$ cat src/rtl/spi_reg_ctrl.sv
`default_nettype none
// ============================================================================
// spi_reg_ctrl : SPI burst register sequencer with an 8-bit control bank and
//                fixed-priority arbitration against one internal requester.
// Revision 1.0
// ============================================================================
module spi_reg_ctrl #(
  parameter logic [7:0] FPGA_VER = 8'hC2,
  parameter int         NUM_REGS = 8
) (
  input  logic       clk_core,
  input  logic       reset,
  input  logic       spi_begin,
  input  logic       spi_rx_avail,
  input  logic [7:0] spi_rx_byte,
  output logic [7:0] spi_tx_byte,
  input  logic       int_req,
  input  logic       int_we,
  input  logic [6:0] int_addr,
  input  logic [7:0] int_wdata,
  output logic       int_gnt,
  output logic [7:0] int_rdata,
  output logic       bootloader_force,
  output logic [7:0] uart_inverted,
  output logic [7:0] telem_sel
);

  typedef enum logic [1:0] {
    IDLE = 2'd0,
    ADDR = 2'd1,
    DATA = 2'd2
  } state_t;

  state_t     r_state;
  logic       r_rx_q1;
  logic       r_rx_q2;
  logic       r_rw;
  logic [6:0] r_addr;
  logic       r_force_bt;
  logic [7:0] r_uart_inv;
  logic [7:0] r_telem;
  logic [7:0] r_scratch;
  logic [7:0] r_err_cnt;

  logic       w_rx_stb;
  logic       w_spi_data;
  logic       w_spi_access;
  logic       w_spi_wr;
  logic       w_int_grant;
  logic       w_we;
  logic       w_writable;
  logic [6:0] w_waddr;
  logic [7:0] w_wdata;

  function automatic logic [7:0] bank_rd(input logic [6:0] a);
    case (a)
      7'h00:   bank_rd = FPGA_VER;
      7'h01:   bank_rd = {7'd0, r_force_bt};
      7'h02:   bank_rd = r_uart_inv;
      7'h03:   bank_rd = r_telem;
      7'h04:   bank_rd = r_scratch;
      7'h05:   bank_rd = r_err_cnt;
      default: bank_rd = 8'h00;
    endcase
  endfunction

  assign w_rx_stb     = r_rx_q1 & ~r_rx_q2;
  assign w_spi_data   = w_rx_stb & ~spi_begin & (r_state == DATA);
  // An address byte only touches the bank when it opens a read burst.
  assign w_spi_access = w_spi_data |
                        (w_rx_stb & ~spi_begin & (r_state == ADDR) & ~spi_rx_byte[7]);
  assign w_spi_wr     = w_spi_data & r_rw;
  // A granted requester may still be asserting in the grant cycle; skip it.
  assign w_int_grant  = int_req & ~w_spi_access & ~int_gnt;

  assign w_we       = w_spi_wr | (w_int_grant & int_we);
  assign w_waddr    = w_spi_wr ? r_addr : int_addr;
  assign w_wdata    = w_spi_wr ? spi_rx_byte : int_wdata;
  assign w_writable = (int'(w_waddr) < NUM_REGS) && (w_waddr >= 7'h01) && (w_waddr <= 7'h04);

  always_ff @(posedge clk_core) begin
    if (reset) begin
      r_state          <= IDLE;
      r_rx_q1          <= 1'b0;
      r_rx_q2          <= 1'b0;
      r_rw             <= 1'b0;
      r_addr           <= 7'd0;
      r_force_bt       <= 1'b0;
      r_uart_inv       <= 8'h00;
      r_telem          <= 8'h00;
      r_scratch        <= 8'h00;
      r_err_cnt        <= 8'h00;
      spi_tx_byte      <= 8'h00;
      int_gnt          <= 1'b0;
      int_rdata        <= 8'h00;
      bootloader_force <= 1'b0;
      uart_inverted    <= 8'h00;
      telem_sel        <= 8'h00;
    end else begin
      r_rx_q1          <= spi_rx_avail;
      r_rx_q2          <= r_rx_q1;
      int_gnt          <= w_int_grant;
      bootloader_force <= r_force_bt;
      uart_inverted    <= r_uart_inv;
      telem_sel        <= r_telem;

      if (w_int_grant) begin
        int_rdata <= bank_rd(int_addr);
      end

      if (w_we) begin
        if (w_writable) begin
          case (w_waddr)
            7'h01:   r_force_bt <= w_wdata[0];
            7'h02:   r_uart_inv <= w_wdata;
            7'h03:   r_telem    <= w_wdata;
            default: r_scratch  <= w_wdata;
          endcase
        end else if (r_err_cnt != 8'hFF) begin
          r_err_cnt <= r_err_cnt + 8'd1;
        end
      end

      if (spi_begin) begin
        r_state     <= ADDR;
        spi_tx_byte <= 8'h00;
      end else if (w_rx_stb) begin
        case (r_state)
          ADDR: begin
            r_rw        <= spi_rx_byte[7];
            r_addr      <= spi_rx_byte[6:0];
            spi_tx_byte <= spi_rx_byte[7] ? 8'h00 : bank_rd(spi_rx_byte[6:0]);
            r_state     <= DATA;
          end
          DATA: begin
            r_addr      <= r_addr + 7'd1;
            spi_tx_byte <= r_rw ? 8'h00 : bank_rd(r_addr + 7'd1);
          end
          default: ;
        endcase
      end
    end
  end

endmodule
`default_nettype wire

$ cat config.mk
export PLATFORM = sky130hd
export DESIGN_NAME = spi_reg_ctrl
export DESIGN_NICKNAME = d
export VERILOG_FILES = /design/src/rtl/spi_reg_ctrl.sv
export SDC_FILE = /design/constraint.sdc
export NUM_CORES = 1
export LEC_CHECK = 0
export CAP_MARGIN = 20
export CORE_UTILIZATION = 30
export CTS_CLUSTER_SIZE = 24
export DETAILED_ROUTE_END_ITERATION = 12
export GPL_TIMING_DRIVEN = 0
export MAX_ROUTING_LAYER = met4
export PLACE_DENSITY = 0.55
export SYNTH_ARGS = -nofsm -noshare
export SYNTH_HDL_FRONTEND = slang
export SYNTH_SLANG_ARGS = --single-unit
export TNS_END_PERCENT = 50
$ cat constraint.sdc
create_clock -name clk_core -period 4.02 [get_ports clk_core]
set_clock_uncertainty 0.2 [all_clocks]
set_input_delay 0.804 -clock clk_core [delete_from_list [all_inputs] [get_ports clk_core]]
set_output_delay 0.804 -clock clk_core [all_outputs]
set_load 0.02 [all_outputs]
==> flow_summary_export.csv, run 1 <==
group,metric,value,unit
clock_tree,numCtsBuffers,9,
routing,wl,15500,um
pwr,powerDensity,334,nW/um2
global_routing,grt_pass1_wl,23500,um
timing,worst_slack,0.291,ns
clock_tree,path_clk_slew,0.06,ns
timing,period_share,92.8,%
global_routing,grt_max_degree,14,
routing,drc,0,
finish,final_core_util,38.6,%
logic_synthesis,synthCells,529,
routing,drt-pass1-iter-count,5,
logic_synthesis,async_flop_share,0,%
global_routing,grt_usage,21.9,%
floorplanning,fp.dieH,124,um
place,preCtsSetupSlack,-0.308,ns
finish,postLayoutCellArea,5590,um2
setup_path,critPathMaxFanout,10,
logic_synthesis,netlist_area,4440,um2
finish,diodes,0,
hold_path,whs_path_depth,2,
floorplanning,dieArea,15300,um2
finish,area_growth,25.9,%
floorplanning,initial_core_util,30.7,%
setup_path,start_kind,"input port",
place,globalplace.congestion,0.910,
setup_path,r2r_end,"spi_tx_byte[0]",
logic_synthesis,ys_types,55,
hold_path,hold_end,"int_rdata[7]",
place,dp_hpwl,11800,um
setup_path,r2r_cells,9,
floorplanning,coreArea,14500,um2
routing,final_antenna_net_count,0,
logic_synthesis,synth_flop_cell,"dfxtp_1",
global_routing,grt_pass1_vias,4077,
routing,routed_via_density,5.57,
timing,rsz0062_at_grt,"no",
setup_path,regToRegStartpoint,"r_addr[0]",
logic_synthesis,seq_area_frac_synth,35.6,%
clock_tree,cts.sink_count,79,
timing,tightest_slew,0.916,ns
routing,dr_total_vias,4384,
finish,fin_nets,636,
setup_path,r2r_setup_slack,0.83,ns
routing,drtIter0Drc,422,
timing,timing.fmax,0.268,GHz
setup_path,critPathLaunch,"spi_begin",
run_status,status,"completed",
timing,setup_viol,0,
setup_path,crit_arrival,3.73,ns
pwr,ir_drop,0.202,mV
global_routing,grt_antenna_before_repair,0,
timing,relSlewSlack,38.8,%
timing,min_period,3.73,ns
clock_tree,root_buffer,"clkbuf_16",
global_routing,overflow,0,
floorplanning,fp-row-count,44,
hold_path,min_from,"int_rdata[7]",
setup_path,critPathCaptureType,"flip-flop",
logic_synthesis,synth.avg_cell_area,8.40,um2
clock_tree,clock_path_buffers,2,
clock_tree,cts_hold_buf,0,
floorplanning,die-width,124,um
place,dpl_cell_area,5260,um2
setup_path,required,4.02,ns
timing,maxSlewViolCount,0,
logic_synthesis,synth_seq_cells,79,
setup_path,path_class,"in2reg",
clock_tree,clock_latency,0.35,ns
logic_synthesis,yosysWarnings,0,
logic_synthesis,synth_edf_count,0,
pwr,p_leak,1.84,nW
hold_path,min_path_type,"reg2reg",
routing,wl_per_cell,19.7,um
finish,drive_gt1_share,9.29,%
floorplanning,io_pins,63,
job,max-cap-violations,0,
clock_tree,cts_tree,"done",
clock_tree,cts_max_level,3,
timing,hold_viol,0,
place,placement.io_buffers,59,
logic_synthesis,syn_nets,566,
==> worst max-delay path, stage by stage <==
cell	delay, ns
clkdlybuf4s50_1	0.50
or3b_1	0.41
clkbuf_1	0.20
nor2_1	0.23
buf_2	0.36
mux2i_2	0.67
a21o_1	0.39
a211oi_1	0.14
==> through the flow <==
| step | setup TNS (ns) | instances | hold slack [ns] | total power, W |
|---|---|---|---|---|
| 2_1_floorplan | 0 | 529 | 0.251 | 0.000911 |
| 3_3_place_gp | -3.29 | 772 | 0.249 | 0.000984 |
| 3_5_place_dp | -3.15 | 772 | 0.248 | 0.000986 |
| 4_1_cts | 0 | 787 | 0.257 | 0.00189 |
| 5_1_grt | 0 | 787 | 0.299 | 0.00194 |
| 6_report | 0 | 787 | 0.253 | 0.00187 |
==> synth_stat cells (13+ instances only) <==
| cell | count | area, um2 |
|---|---|---|
| clkbuf_1 | 34 | 128 |
| nor2b_1 | 36 | 225 |
| a22oi_1 | 20 | 150 |
| inv_1 | 19 | 71.3 |
| nor2_1 | 38 | 143 |
| dfxtp_1 | 79 | 1580 |
| o22ai_1 | 13 | 81.3 |
| o21ai_0 | 30 | 150 |
| nand2_1 | 33 | 124 |
| a21oi_1 | 32 | 160 |
| a221oi_1 | 13 | 114 |
| mux2_2 | 29 | 327 |
| a211oi_1 | 22 | 165 |
==> repair_timing <==
item                                   in CTS  in global routing
setup endpoints to repair                   0                 15
resized for setup                           0                  2
buffers inserted                            0                  0
endpoints found under the hold margin       0                  0
==> power breakdown <==
group | switching [W] | total (W) | internal (W)
clock | 0.000340 | 0.000898 | 0.000558
sequential | 0.00000689 | 0.000796 | 0.000790
combinational | 0.000107 | 0.000175 | 0.0000682
==> flip-flops by register name, indices dropped and copies added (netlist names) <==
name	flops
int_gnt	1
r_telem	8
int_rdata	8
bootloader_force	1
telem_sel	8
uart_inverted	8
r_force_bt	1
r_scratch	8
r_state	2
r_rw	1
r_rx_q1	1
r_err_cnt	8
r_rx_q2	1
spi_tx_byte	8
r_addr	7
r_uart_inv	8
==> worst max-delay path by stage <==
stage,depth (start not counted),slack [ns],endpoint
after floorplan,5,1.05,r_uart_inv[0]
after global placement,7,-0.30,r_scratch[7]
after detailed placement,7,-0.31,r_scratch[5]
after CTS,7,0.07,r_scratch[0]
after global routing,8,0.17,r_scratch[7]
final,8,0.29,r_scratch[0]
==> kinds of logic after synthesis <==
logic type,share of synthesized area [%]
xor+xnor,0.986
fa+ha+maj,2.25
flops,35.6
mux,9.60
buf+inv,5.18
simple gates,21.3
compound gates,25.1
==> metal layers <==
metal  share of wire, %  up-vias  track usage [%]
li1                   -     2100                -
met1                 45     2071             27.9
met2                 44      174             33.1
met3                7.3       39             4.58
met4                3.0        0             9.64
met5                  0        -                -
==> cells in the final DEF, fill, tap and decap left out, types with 19 or more instances in the layout <==
master,n
clkdlybuf4s50_1,59
dfxtp_1,79
a211oi_1,22
o21ai_0,30
mux2_2,29
nor2_1,38
nor2b_1,36
clkbuf_1,34
nand2_1,33
a21oi_1,32
a22oi_1,20
inv_1,19
==> cell type report <==
class	count	area, um2
Tap cell	184	230
Buffer	41	155
Clock buffer	10	239
Sequential cell	79	1580
Timing Repair Buffer	59	591
Clock inverter	5	81.3
Multi-Input combinational cell	389	2640
Inverter	20	75.1
Fill cell	1492	8890
(Power assumes the default switching activity.)
==> run 2, diff against run 1 <==
--- a/config.mk
+++ b/config.mk
@@ -5,7 +5,6 @@
 export SDC_FILE = /design/constraint.sdc
 export NUM_CORES = 1
 export LEC_CHECK = 0
-export CAP_MARGIN = 20
 export CORE_UTILIZATION = 30
 export CTS_CLUSTER_SIZE = 24
 export DETAILED_ROUTE_END_ITERATION = 12
==> results of run 2 <==
Final layout, timing and power as in run 1 (identical DEF).
==> run 3, diff against run 2 <==
--- a/config.mk
+++ b/config.mk
@@ -6,6 +6,7 @@
 export NUM_CORES = 1
 export LEC_CHECK = 0
 export CORE_UTILIZATION = 30
+export CTS_CLUSTER_DIAMETER = 30
 export CTS_CLUSTER_SIZE = 24
 export DETAILED_ROUTE_END_ITERATION = 12
 export GPL_TIMING_DRIVEN = 0
==> results of run 3 <==
Final layout, timing and power as in run 1 (identical DEF).
